[config.mk]
export PLATFORM = sky130hd
export DESIGN_NAME = collision_engine
export DESIGN_NICKNAME = d
export VERILOG_FILES = /design/src/rtl/collision_pkg.sv /design/src/rtl/box_hit_test.sv /design/src/rtl/collision_engine.sv
export SDC_FILE = /design/constraint.sdc
export NUM_CORES = 1
export LEC_CHECK = 0
export ABC_CLOCK_PERIOD_IN_PS = 5000
export CORE_MARGIN = 5
export CORE_UTILIZATION = 51
export DETAILED_ROUTE_END_ITERATION = 6
export PLACE_DENSITY_LB_ADDON = 0.3
export SYNTH_ARGS = -nofsm -noshare
export SYNTH_HDL_FRONTEND = slang
export SYNTH_SLANG_ARGS = --single-unit
[constraint.sdc]
create_clock -name clock -period 5 [get_ports clock]
set_input_delay 1 -clock clock [delete_from_list [all_inputs] [get_ports clock]]
set_output_delay 1 -clock clock [all_outputs]
set_load 0.02 [all_outputs]
[src/rtl/collision_pkg.sv]
// Shared types and default constants for the tank collision engine.
package collision_pkg;

  localparam int NUM_TANKS_DEF        = 2;
  localparam int BULLETS_PER_TANK_DEF = 3;
  localparam int POS_W_DEF            = 10;
  localparam int TANK_SIZE_DEF        = 32;
  localparam int LIVES_DEF            = 3;

  typedef logic [POS_W_DEF-1:0] pos_t;

  typedef enum logic [1:0] {
    ST_IDLE   = 2'd0,
    ST_SCAN   = 2'd1,
    ST_COMMIT = 2'd2
  } state_t;

endpackage

[src/rtl/box_hit_test.sv]
// Strict point-inside-square test; box end is formed one bit wider so it never wraps.
module box_hit_test #(
  parameter int POS_W     = 10,
  parameter int TANK_SIZE = 32
) (
  input  logic [POS_W-1:0] px,
  input  logic [POS_W-1:0] py,
  input  logic [POS_W-1:0] bx,
  input  logic [POS_W-1:0] by,
  output logic             hit
);

  logic [POS_W:0] bx_end;
  logic [POS_W:0] by_end;

  assign bx_end = {1'b0, bx} + (POS_W+1)'(TANK_SIZE);
  assign by_end = {1'b0, by} + (POS_W+1)'(TANK_SIZE);

  assign hit = (px > bx) && ({1'b0, px} < bx_end) &&
               (py > by) && ({1'b0, py} < by_end);

endmodule

[src/rtl/collision_engine.sv]
// Per-frame bullet/tank collision scan: one (shooter, slot, target) triple per cycle,
// hit pulses in COMMIT, lives bookkeeping and game-over detection.
module collision_engine
  import collision_pkg::*;
#(
  parameter int NUM_TANKS        = NUM_TANKS_DEF,
  parameter int BULLETS_PER_TANK = BULLETS_PER_TANK_DEF,
  parameter int POS_W            = POS_W_DEF,
  parameter int TANK_SIZE        = TANK_SIZE_DEF,
  parameter int LIVES            = LIVES_DEF
) (
  input  logic                                        clock,
  input  logic                                        reset,
  input  logic                                        frame_tick,
  input  logic [NUM_TANKS*BULLETS_PER_TANK*POS_W-1:0] bullet_x,
  input  logic [NUM_TANKS*BULLETS_PER_TANK*POS_W-1:0] bullet_y,
  input  logic [NUM_TANKS*BULLETS_PER_TANK-1:0]       bullet_active,
  input  logic [NUM_TANKS*POS_W-1:0]                  tank_x,
  input  logic [NUM_TANKS*POS_W-1:0]                  tank_y,
  output logic [NUM_TANKS*BULLETS_PER_TANK-1:0]       bullet_hit,
  output logic [NUM_TANKS-1:0]                        tank_hit,
  output logic [NUM_TANKS*4-1:0]                      lives,
  output logic                                        busy,
  output logic                                        frame_overrun,
  output logic                                        game_over,
  output logic [1:0]                                  winner,
  output logic                                        draw
);

  localparam int NB = NUM_TANKS * BULLETS_PER_TANK;

  state_t state, state_nx;

  logic [1:0]                 sh, sl, tg;
  logic [NB*POS_W-1:0]        sbx, sby;
  logic [NB-1:0]              sact;
  logic [NUM_TANKS*POS_W-1:0] stx, sty;
  logic [NB-1:0]              bflags;
  logic [NUM_TANKS-1:0]       tflags;
  logic [NUM_TANKS*4-1:0]     lives_q;

  logic [3:0]       bidx;
  logic [POS_W-1:0] cur_bx, cur_by, cur_tx, cur_ty;
  logic [NB-1:0]    act_vec;
  logic             cur_act;
  logic [3:0]       sh_lives, tg_lives;
  logic             box_hit, pair_hit, last_pair, accept;
  logic [2:0]       alive_cnt;
  logic [1:0]       low_idx;

  // Current triple, selected from the frame snapshot
  assign bidx     = 4'(sh) * 4'(BULLETS_PER_TANK) + 4'(sl);
  assign cur_bx   = sbx[bidx*POS_W +: POS_W];
  assign cur_by   = sby[bidx*POS_W +: POS_W];
  assign cur_tx   = stx[tg*POS_W +: POS_W];
  assign cur_ty   = sty[tg*POS_W +: POS_W];
  assign act_vec  = sact >> bidx;
  assign cur_act  = act_vec[0];
  assign sh_lives = lives_q[sh*4 +: 4];
  assign tg_lives = lives_q[tg*4 +: 4];

  box_hit_test #(
    .POS_W     (POS_W),
    .TANK_SIZE (TANK_SIZE)
  ) u_box_hit_test (
    .px  (cur_bx),
    .py  (cur_by),
    .bx  (cur_tx),
    .by  (cur_ty),
    .hit (box_hit)
  );

  assign pair_hit  = (state == ST_SCAN) && box_hit && cur_act && (sh != tg) &&
                     (sh_lives != 4'd0) && (tg_lives != 4'd0);
  assign last_pair = (sh == 2'(NUM_TANKS-1)) && (sl == 2'(BULLETS_PER_TANK-1)) &&
                     (tg == 2'(NUM_TANKS-1));
  assign accept    = (state == ST_IDLE) && frame_tick && !game_over;

  assign busy       = (state != ST_IDLE);
  assign bullet_hit = (state == ST_COMMIT) ? bflags : '0;
  assign tank_hit   = (state == ST_COMMIT) ? tflags : '0;
  assign lives      = lives_q;

  always_comb begin
    alive_cnt = '0;
    low_idx   = '0;
    for (int i = NUM_TANKS-1; i >= 0; i--) begin
      if (lives_q[i*4 +: 4] != 4'd0) begin
        alive_cnt = alive_cnt + 3'd1;
        low_idx   = 2'(i);
      end
    end
  end

  always_comb begin
    state_nx = state;
    case (state)
      ST_IDLE:   if (accept) state_nx = ST_SCAN;
      ST_SCAN:   if (last_pair) state_nx = ST_COMMIT;
      ST_COMMIT: state_nx = ST_IDLE;
      default:   state_nx = ST_IDLE;
    endcase
  end

  always_ff @(posedge clock) begin
    if (reset) begin
      state         <= ST_IDLE;
      sh            <= '0;
      sl            <= '0;
      tg            <= '0;
      sbx           <= '0;
      sby           <= '0;
      sact          <= '0;
      stx           <= '0;
      sty           <= '0;
      bflags        <= '0;
      tflags        <= '0;
      lives_q       <= {NUM_TANKS{4'(LIVES)}};
      frame_overrun <= 1'b0;
      game_over     <= 1'b0;
      winner        <= '0;
      draw          <= 1'b0;
    end else begin
      state <= state_nx;
      if (frame_tick && busy) frame_overrun <= 1'b1;

      if (accept) begin
        sbx    <= bullet_x;
        sby    <= bullet_y;
        sact   <= bullet_active;
        stx    <= tank_x;
        sty    <= tank_y;
        bflags <= '0;
        tflags <= '0;
        sh     <= '0;
        sl     <= '0;
        tg     <= '0;
      end

      // Target is the fastest-moving index, shooter the slowest
      if (state == ST_SCAN) begin
        if (pair_hit) begin
          bflags <= bflags | (NB'(1) << bidx);
          tflags <= tflags | (NUM_TANKS'(1) << tg);
        end
        if (tg == 2'(NUM_TANKS-1)) begin
          tg <= '0;
          if (sl == 2'(BULLETS_PER_TANK-1)) begin
            sl <= '0;
            sh <= sh + 2'd1;
          end else begin
            sl <= sl + 2'd1;
          end
        end else begin
          tg <= tg + 2'd1;
        end
      end

      // One life per hit tank per frame, however many bullets landed
      if (state == ST_COMMIT) begin
        for (int i = 0; i < NUM_TANKS; i++) begin
          if (tflags[i] && (lives_q[i*4 +: 4] != 4'd0))
            lives_q[i*4 +: 4] <= lives_q[i*4 +: 4] - 4'd1;
        end
      end

      if (!game_over && (alive_cnt <= 3'd1)) begin
        game_over <= 1'b1;
        draw      <= (alive_cnt == 3'd0);
        winner    <= low_idx;
      end
    end
  end

endmodule

==> results of run 1 <==
[kinds of logic (layout without fill, tap and decap cells)]
logic type / count (synthesis) / after routing / share of synthesized area (%)
flops: 194 / 194 / 42.7
buf+inv: 122 / 273 / 5.92
mux: 40 / 40 / 7.42
other cells: 1 / 1 / 0.0412
simple gates: 473 / 473 / 21.6
xor+xnor: 13 / 13 / 1.25
compound gates: 240 / 240 / 15.6
fa+ha+maj: 39 / 39 / 5.53
[final timing paths]
check / startpoint / endpoint / slack [ps] / cells after the start
worst max-delay path: sh[0] / tflags[1] / 510 / 18
worst min-delay path: sty[2] / sty[2] / 450 / 2
worst max register to register: sh[0] / tflags[1] / 510 / 18
worst min register to register: sty[2] / sty[2] / 450 / 2
[cell type report]
class / instances / area (um2)
Clock buffer: 17 / 425
Clock inverter: 15 / 191
Fill cell: 1447 / 5810
Inverter: 41 / 154
Multi-Input combinational cell: 806 / 4680
Sequential cell: 194 / 3880
Tap cell: 225 / 282
Timing Repair Buffer: 200 / 1990
[cell usage in the layout, fill, tap and decap left out, types with 5 or more instances in the layout]
cell type        netlist  final
nand3_1               15     15
o21ai_0                5      5
nor3_1                11     10
mux4_2                21     21
dfxtp_1              194    194
ha_1                  37     36
nand2b_1               8      8
buf_4                 13     10
mux2i_1               10     10
xnor2_1               10     10
and2_1                 8      8
mux2_2                 9      9
nand2_1              368    368
a211oi_1               8      8
inv_1                 41     41
clkbuf_16              0     17
a21oi_1              182    182
clkdlybuf4s50_1        0    188
nor2_1                36     36
clkinv_8               0      5
a222oi_1              20     20
[stage by stage]
stage,std cells,hold WS [ps],power [mW],util [%]
after floorplan,1122,433,2.04,-
after global placement,1466,439,2.26,63.1
after detailed placement,1466,446,2.27,63.1
after CTS,1498,457,3.64,66.6
after global routing,1498,469,3.77,66.6
final,1498,454,3.63,66.6
[metal layers]
metal,share of wire (%),vias up
met2,46,240
met3,6.6,28
met1,46,3729
li1,-,4078
met4,1.5,0
met5,0,-
[sequential cells by signal (all words and copies together), names as in the netlist, 6 cells and up]
name	flops
sty	20
sact	6
sbx	60
bflags	6
stx	20
sby	60
lives	8
[synth_stat cells, types with 3 or more instances]
cell type,count
nand2b_1,8
a21oi_1,182
nor4_1,3
nor2_1,36
nand3b_1,4
mux4_2,21
mux2_2,9
nand4_1,4
o21ai_0,5
xnor2_1,10
a211oi_1,8
nor3_1,11
a211oi_2,3
a21o_1,4
xor2_1,3
and2_1,8
buf_2,13
nand3_1,15
nand2_1,368
inv_1,41
a222oi_1,20
nor2b_1,4
buf_4,13
ha_1,37
a31oi_1,4
dfxtp_1,194
clkbuf_1,51
mux2i_1,10
[critical path, stage by stage (launching register included)]
cell and delay (ps):
dfxtp_1 430, inv_1 120, fa_1 480, inv_1 70
ha_1 130, inv_1 50, fa_1 560, nand2b_1 170
nor2_1 60, buf_4 200, a222oi_1 370, inv_1 130
ha_1 330, a21o_1 180, a21oi_1 180, nand3b_1 90
o21ai_0 300, nand4_4 250, a221oi_2 280
[where the power goes]
| group | total (mW) | internal (mW) | switching [mW] |
|---|---|---|---|
| Combinational | 0.552 | 0.272 | 0.279 |
| Clock | 1.39 | 0.721 | 0.671 |
| Sequential | 1.68 | 1.63 | 0.0520 |
| Total | 3.63 | 2.62 | 1.00 |
==> results, run 1 <==
- The flow ran to the end, but the final reports show violations.
- The final reports fail on DRC.
- The flip-flop cell with the highest count after synthesis is dfxtp_1.
- The die is 144 um wide.
- Of the post-synthesis cell area, the dominant cell type holds 42.7%.
- The average instance in the mapped netlist occupies 8.10 um2.
- The starting DRC count in detailed routing is 516.
- The type of element capturing the critical path is a register.
- The die outline area is 20,600 um2.
- The Yosys step of the flow raised 0 warnings.
- After clock tree synthesis, the repair step resized 0 gates.
- Entering global routing, the biggest net connects 171 pins.
- For the worst setup path, the data arrival time is 4840 ps.
- The first global-routing pass estimated 37.5 mm of wire.
- Setup total negative slack on the finished layout was measured at 0 ps.
- The count of boundary I/O pins is 191.
- The setup slack at placement is 587 ps.
- Setup repair after global routing left no endpoint under its margin.
- The number of nets at the end of the flow is 1,468.
- The kind of start point of the critical path is a register.
- In this run the tool buffered the top-level ports with 189 buffer cells.
- The critical path data required time is 5350 ps.
- Setup violations remaining at the end of the flow were counted as 0.
- The number of buffers added by the clock tree synthesis step is 17.
- The longest clock path from root to sink contains 2 buffers.
- The root cell of the clock tree is clkbuf_16.
- For met2 alone, demand over resource in global routing was 35.3%.
- The final critical-path share of the clock period is 89.8%.
- The number of buffers added for setup after CTS is 0.
- The register bit count reported by yosys is 194.
- In this run the cell area of the synthesized design comes to 9090 um2.
- The unique cell type count in the Yosys netlist is 52.
- The time the worst path needs with I/O delays and setup is 4490 ps.
- The number of nets handed over by synthesis was 1,330.
- The CTS tree is built.
- After global routing the overflow that remains totals 0.
- The max-slew violation count is 0.
- After routing the design area is 11,600 um2.
- Yosys attributes the largest share of cell area to dfxtp_1, nand2_1, a21oi_1.
- The final critical-path setup slack is 509 ps.
- The analysis attributes to cell leakage a power of 4.52 nW.
- The cell count after synthesis came out at 1,122.
- The initialized floorplan defines 48 standard-cell rows.
- Dividing total power by cell area gives a power density of 312 nW/um2.
- The share of the Yosys chip area taken by registers is 42.7%.
- Clock tree synthesis found a total of 194 sinks.
- At the end of routability-driven placement, the weighted congestion stood at 0.863.
- Global routing used 22.6% of the available tracks.
- Using the TritonRoute via totals, the vias-per-cell ratio works out to 5.39.
- The number of hold-slack violations in the final timing report was 0.
- Wires add up to 23.9 mm.
- On the final layout, the worst clock skew is 10.3 ps.
- Global routing consumed, on the met1 layer, 32.1% of the routing resources.
- The timing-limited maximum frequency is 223 MHz.
- Measured against its own limit, the worst slew margin works out to 23.3%.
- In the synthesized netlist the async set-or-reset flop fraction comes to 0%.
- The layer carrying the most global-route usage is met2.
- The wire-length estimate of the detail-placed layout is 16.9 mm.
- From synthesis to final layout, the design area changed by 27.7%.
- The initial utilization of the core area, before any placement, comes to 52.2%.
- For the pin with the worst max-slew slack, the measured transition is 1150 ps.
- CTS built an H-tree with a depth of 4.
- The post-place instance area is 11,000 um2.
- VDD sags by at most 265 uV.
- The clock insertion delay at the later pin of the skew report is 440 ps.
- The number of global-route vias before repair is 7,618.
- The initial antenna violation count is 0.
- The type of the setup path with the least slack is register to register.
- The top fanout value on the critical path is 21.
- After detailed routing, the number of remaining DRC violations is 8.
- The post-route netlist has 6.76% of its cells at a drive strength greater than 1.
- The synthesized design contains 0 enable-type register cells.
- The pre-antenna-repair detailed-routing pass consisted of 7 iterations.
- Across the run, the number of max-cap violations was 0.
- Dividing the detail-routed wire length by the instance count gives 15.9 um.
- The count of nets left with antenna violations once routing finished came out at 0.
- In this run the standard cell core region covers 17,400 um2.
- The clock-pin transition on the worst setup and hold timing paths is 80 ps.
- The tightest min-delay check is of the register to register type.
- The met3 usage is 4.53%.
- The number of vias in the routed layout is 8,075.
- The number of hold buffers added after CTS was 0.
- The number of diodes added for antenna fixing is 0.
- Summed over all instances, the cell type with the most area after synthesis is dfxtp_1.
- The die is 144 um tall.
Note: power is estimated with default switching activity, not from simulation.
==> run 2: changes to the inputs <==
- CORE_ASPECT_RATIO: not set -> 0.5
==> run 2 against run 1 <==
  * The flow now finishes without violations
  * Largest power group unchanged
  * Wire length up 4.4%
  * Critical path depth unchanged
  * First-iteration DRC count up 26%
  * Die area up 0.79%
  * Largest cell class unchanged
  * Count of clock-buffer cells in the layout up 2
  * Power down 0.81%
  * Via count up 2.3%
  * Setup slack worse by 150 ps
  * Critical path type unchanged
==> results, run 2 (same netlist as run 1, synthesis figures left out) <==
- The endpoint identified for the worst register-to-register timing path is tflags[1].
- The detailed router placed 8,259 vias in this run.
- The terminating pin of the worst hold path is stx[1].
- The type of the setup path with the least slack is register to register.
- At the worst endpoint, the required time is 5350 ps.
- The starting DRC count in detailed routing is 649.
- Hold is met by 456 ps.
- The leakage component of the power is 4.51 nW.
- The maximum root-to-sink buffer count is 2.
- The placeable core region is 17,400 um2.
- The number of endpoints failing setup at the final stage is 0.
- The kind of start point of the critical path is a register.
- The number of buffer and inverter stages on the critical path is 5.
- Along the worst path, the maximum fanout reaches 21.
- CTS placed an instance of clkbuf_16 at the clock tree root.
- The filler cell count is 1,419.
- The worst-case register-to-register setup slack is 360 ps.
- The critical path goes through inv_1 -> fa_1 -> inv_1 -> ha_1 -> inv_1 -> fa_1 -> nand2b_1 -> nor2_1 -> buf_4 -> a222oi_1 -> inv_1 -> ha_1 -> a21o_1 -> a21oi_1 -> nand3b_1 -> o21ai_0 -> nand4_4 -> a221oi_2.
- The worst register-to-register path has a depth of 18.
- The worst reg2reg path startpoint is sh[0].
- Cells fill 66.5% of the core in the end.
- The aggregate global routing overflow is 0.
- The highest ir drop seen on vdd is 240 uV.
- The largest net degree at the start of global routing is 171.
- The post-cts resize count is 0.
- The floorplan step set the die height to 104 um.
- The initial antenna violation count is 0.
- The clock net in this run drives a total of 194 sinks.
- The number of diodes added for antenna fixing is 0.
- The max-slew violation count is 0.
- The aggregate routed wire length is 24.9 mm.
- The sum of net half-perimeters after detailed placement is 18.1 mm.
- The timing-limited maximum frequency is 216 MHz.
- The post-place instance area is 11,000 um2.
- The largest registers in the layout are sbx (60), sby (60).
- The die span in x is 199 um.
- STA classifies the critical path endpoint as a register.
- The cell with the largest stage delay on the worst path is fa_1.
- The die covers 20,800 um2.
- Between clock sinks in the finished design, the worst skew comes to 14.6 ps.
- In this run the core area contains 34 standard-cell rows.
- Dividing the detail-routed wire length by the instance count gives 16.5 um.
- The via-per-instance ratio is 5.47.
- Leaving out fill and tap cells, the most frequent cells in the layout are nand2_1, dfxtp_1, clkdlybuf4s50_1, a21oi_1, inv_1.
- The cell class contributing the biggest share of worst-path delay is adder cells.
- The class of the tightest hold or removal check is register to register.
- The transition time at the pin with the least slew margin is 827 ps.
- The count of nets left with antenna violations after detail routing is 0.
- In the routed design, unresolved DRC markers number 0.
- After clock tree synthesis, the clock-pin slew on the worst setup and hold paths is 80 ps.
- The worst hold path begins at stx[1].
- The hold buffer count at CTS is 0.
- The number of buffers added for setup after CTS is 0.
- The flow ran to the end, and the final reports show no timing, DRC or antenna violations.
- The CTS tree is built.
- Data on the critical path arrives at its endpoint at 4980 ps.
- The tool flagged a number of max-cap violations equal to 0.
- The worst hold path passes through 2 cells.
- The stage delay of the slowest cell on the critical path is 560 ps.
- The finished layout cell area is 11,600 um2.
- Setup repair after global routing left no endpoint under its margin.
- The count of boundary I/O pins is 191.
- The first global-routing pass estimated 39.5 mm of wire.
- The number of nets at the end of the flow is 1,470.
- The growth of design area from synthesis to finish is 27.6%.
- The power consumption is 3.60 mW.
- The cell with the most instances on the worst path is inv_1.
- The number of hold-slack violations in the final timing report was 0.
- The number of buffers added by the clock tree synthesis step is 17.
- The number of global-route vias before repair is 7,541.
- The first detailed-routing pass ran for 6 iterations.
- In this run the tightest slew margin relative to its limit is 44.9%.
- The H-tree was split into 4 levels.
- Cells with a size suffix above 1 make up 6.82% of the layout.
- The global placer's final weighted congestion is 0.906.
- Global routing consumed, over all layers together, 23.4% of the routing resources.
- The count of buffers from port buffering is 189.
- Leaving out fill and tap cells, the most frequent cell in the layout is nand2_1.
- The setup TNS is 0 ps.
- Of the available clock period, the critical path in the final layout requires 92.7%.
- The time the worst path needs with I/O delays and setup is 4640 ps.
- Once the floorplan was initialized, standard cells occupied 52.1% of the core.
- The power density of the placed cells is 310 nW/um2.
- At the later pin of the worst-skew pair, clock insertion delay measures 440 ps.
run 2: report_power, final:
part / internal (mW) / switching (mW)
sequential: 1.63 / 0.0535
clock: 0.682 / 0.671
combinational: 0.275 / 0.285
total: 2.59 / 1.01
run 2: layout make-up:
class                   count  area, um2  share of cell area, %
flip-flops and latches    194       3880                   33.5
clock buffers              19        443                   3.82
well taps                 234        293                   2.52
repair buffers            202       2020                   17.4
multi-input cells         806       4680                   40.3
inverters                  41        154                   1.33
clock inverters            13        134                   1.15
run 2: layer usage:
metal	track usage, %	part of all wire (%)
met1	37.1	49
met3	4.72	8.3
met2	33.2	42
met4	3.95	0.63
met5	0	0
run 2: worst max path at each step:
stage,endpoint,slack (ps),depth (start not counted),startpoint
2_1_floorplan,tflags[1],970,18,sh[0]
3_3_place_gp,tflags[1],650,18,sh[0]
3_5_place_dp,tflags[1],450,18,sh[0]
4_1_cts,tflags[1],420,18,sh[0]
5_1_grt,tflags[1],170,18,sh[0]
6_report,tflags[1],360,18,sh[0]
run 2: worst register-to-register path: stages (launching register included):
cell and delay [ps]:
dfxtp_1 430, inv_1 110, fa_1 480, inv_1 70
ha_1 140, inv_1 50, fa_1 560, nand2b_1 170
nor2_1 60, buf_4 200, a222oi_1 420, inv_1 170
ha_1 350, a21o_1 180, a21oi_1 220, nand3b_1 100
o21ai_0 320, nand4_4 240, a221oi_2 290
run 2: stage by stage:
stage	cells	setup slack [ps]
2_1_floorplan	1122	970
3_3_place_gp	1477	648
3_5_place_dp	1477	447
4_1_cts	1509	417
5_1_grt	1509	171
6_report	1509	363
==> run 3: changes to the inputs <==
- CORE_MARGIN: 5 -> 1
==> run 3 against run 2 <==
  * Setup slack improved by 110 ps
  * Die area fell by 11%
  * Maximum frequency rose by 2.5%
  * Via count fell by 0.46%
  * Final cell count fell by 0.20%
  * Global-route usage rose by 3.5 points
  * Sequential power barely moved
  * Critical path depth did not move
  * Wire length fell by 0.43%
  * Critical path type unchanged
  * Largest cell class unchanged
  * Highest routed layer is now met5
==> results, run 3 (same netlist as run 1, synthesis figures left out) <==
- The largest net degree at the start of global routing is 177.
- The number of hold-slack violations in the final timing report is 0.
- The cell that appears most often on the critical path is inv_1.
- The type of element capturing the critical path is a register.
- Before CTS, the worst setup slack after placement is 485 ps.
- The power density of the placed cells is 308 nW/um2.
- TritonCTS built the clock tree.
- For this run, the slowest stage of the critical path takes 570 ps.
- The number of vias in the routed layout is 8,221.
- The post-place instance area is 11,100 um2.
- The hold buffer count at CTS is 0.
- Routability-driven placement finished with a final weighted congestion of 0.909.
- The first routing iteration left 590 violations.
- On the final layout, the worst hold slack is 456 ps.
- In this run the clock root is driven by a clkbuf_16.
- After detailed routing, the number of vias per cell comes to 5.46.
- The final critical-path setup slack is 475 ps.
- The count of nets left with antenna violations after detail routing is 0.
- The number of buffer and inverter stages on the critical path is 5.
- The flip-flop and latch area is 3880 um2.
- Clock tree synthesis inserted a total of 17 buffers.
- The aggregate global routing overflow is 0.
- After clock tree synthesis, the clock-pin slew on the worst setup and hold paths is 70 ps.
- The max-slew violation count is 0.
- Counting buffers and inverters, the worst setup path is 18 cells deep.
- Setup repair after global routing left no endpoint under its margin.
- For this run, the detailed router's first-pass iteration total came to 5.
- The number of levels the H-tree was split into is 4.
- Headroom to the max-slew limit came out at 35.8%.
- The worst hold path was traced through 2 stages.
- The number of endpoints failing setup at the final stage is 0.
- STA classifies the critical path startpoint as a register.
- The commonest non-fill, non-tap cell in the layout is nand2_1.
- The number of cells in the finished layout apart from fillers is 1,506.
- The clock passes through at most 2 buffers.
- For this run, design rule violations remaining after detail routing come to 0.
- The critical path goes through inv_1 -> fa_1 -> inv_1 -> ha_1 -> inv_1 -> fa_1 -> nand2b_1 -> nor2_1 -> buf_4 -> a222oi_1 -> inv_1 -> ha_1 -> a21o_1 -> a21oi_1 -> nand3b_1 -> o21ai_0 -> nand4_4 -> a221oi_2.
- Adding up every negative setup slack in the final design gives 0 ps.
- The layout has 1,449 filler cells.
- The initialized floorplan defines 34 standard-cell rows.
- The post-route netlist has 6.60% of its cells at a drive strength greater than 1.
- The number of sinks handled by clock tree synthesis is 194.
- The critical path data required time is 5350 ps.
- The initial utilization of the core area, before any placement, comes to 52.3%.
- The repair_antennas step left the layout with diodes totalling 0.
- The clock insertion delay at the later pin of the skew report is 430 ps.
- The finished layout cell area is 11,600 um2.
- The number of global-route vias before repair was 7,477.
- The wire length of the first global-routing pass is 38.4 mm.
- The aggregate routed wire length is 24.8 mm.
- In this run the count of I/O pins placed on the die edge is 191.
- The type of the setup path with the least slack is register to register.
- The count of buffers from port buffering is 189.
- The flow ran to the end, and the final reports show no timing, DRC or antenna violations.
- For the pin with the worst max-slew slack, the measured transition is 959 ps.
- The timing-limited maximum frequency is 221 MHz.
- The kind of cell with the highest combined delay along the critical path is adder cells.
- The total track usage is 26.9%.
- The final critical-path share of the clock period is 90.5%.
- The detailed-route wire length per cell is 16.5 um.
- In the final design database the tool counted 1,469 nets.
- The initial antenna violation count is 1.
- The placed cell count is 1,476.
- The class of the tightest hold or removal check is register to register.
- The highest ir drop seen on vdd is 232 uV.
- The growth of design area from synthesis to finish is 27.7%.
- The library cells used most frequently in the layout, excluding fill and tap cells, are nand2_1, dfxtp_1, clkdlybuf4s50_1, a21oi_1, inv_1.
- The worst path in the final design needs a cycle of 4520 ps, including I/O delays and setup.
- After floorplanning, the core was sized to cover 17,400 um2.
- The number of buffers added for setup after CTS is 0.
- The post-cts resize count is 0.
- The cell with the largest stage delay on the worst path is fa_1.
- The tool flagged a number of max-cap violations equal to 0.
- The largest registers in the layout are sbx (60), sby (60).
- The floorplan step defined a die boundary enclosing 18,400 um2.
- The die is 191 um wide.
- The arrival time reported for the critical path endpoint is 4880 ps.
- In the final layout, the multi-input gates occupy 4680 um2.
- The leakage component of the power is 4.50 nW.
- The maximum clock skew at final layout is 7.52 ps.
- Along the worst path, the maximum fanout reaches 8.
- The sum of net half-perimeters after detailed placement is 17.6 mm.
- Measured in cells, the most critical reg-to-reg path has a length of 18.
- In this run the vertical extent of the chip is 96.4 um.
[run 3: through the flow]
stage                     util [%]  power (mW)
after global placement        63.6        2.27
after detailed placement      63.6        2.28
after global routing          66.7        3.73
final                         66.7        3.57
after CTS                     66.7        3.59
after floorplan                  -        2.04
[run 3: area by class of cell]
cell class                 count  share of cell area [%]
clock buffer                  18                    3.70
clock inverter                12                    1.07
inverter                      41                    1.33
multi-input combinational    806                    40.3
sequential                   194                    33.4
tap                          234                    2.52
timing repair buffer         201                    17.6
[run 3: worst reg2reg max path, delay by kind of cell, from the launching register on]
family / cells / cell delay [ps]
buf+inv: 5 / 520
fa+ha+maj: 4 / 1540
simple gates: 4 / 600
compound gates: 5 / 1370
flops: 1 / 420
[run 3: path summary, 6_finish.rpt]
kind,from,to,slack (ps)
setup / recovery,sh[0],tflags[1],480
hold / removal,sby[23],sby[23],460
setup reg to reg,sh[0],tflags[1],480
hold reg to reg,sby[23],sby[23],460
[run 3: power by group]
| group | total, mW | switching, mW | leakage (nW) | internal, mW |
|---|---|---|---|---|
| Combinational | 0.571 | 0.293 | 2.65 | 0.278 |
| Clock | 1.32 | 0.623 | 0.264 | 0.695 |
| Sequential | 1.68 | 0.0520 | 1.59 | 1.63 |
[run 3: per-layer routing]
layer,vias up,track usage [%],part of all wire [%]
met5,-,0,0.052
met4,2,7.47,1.3
met3,34,4.55,6.9
met2,269,39.9,42
met1,3837,40.0,50
li1,4079,-,-
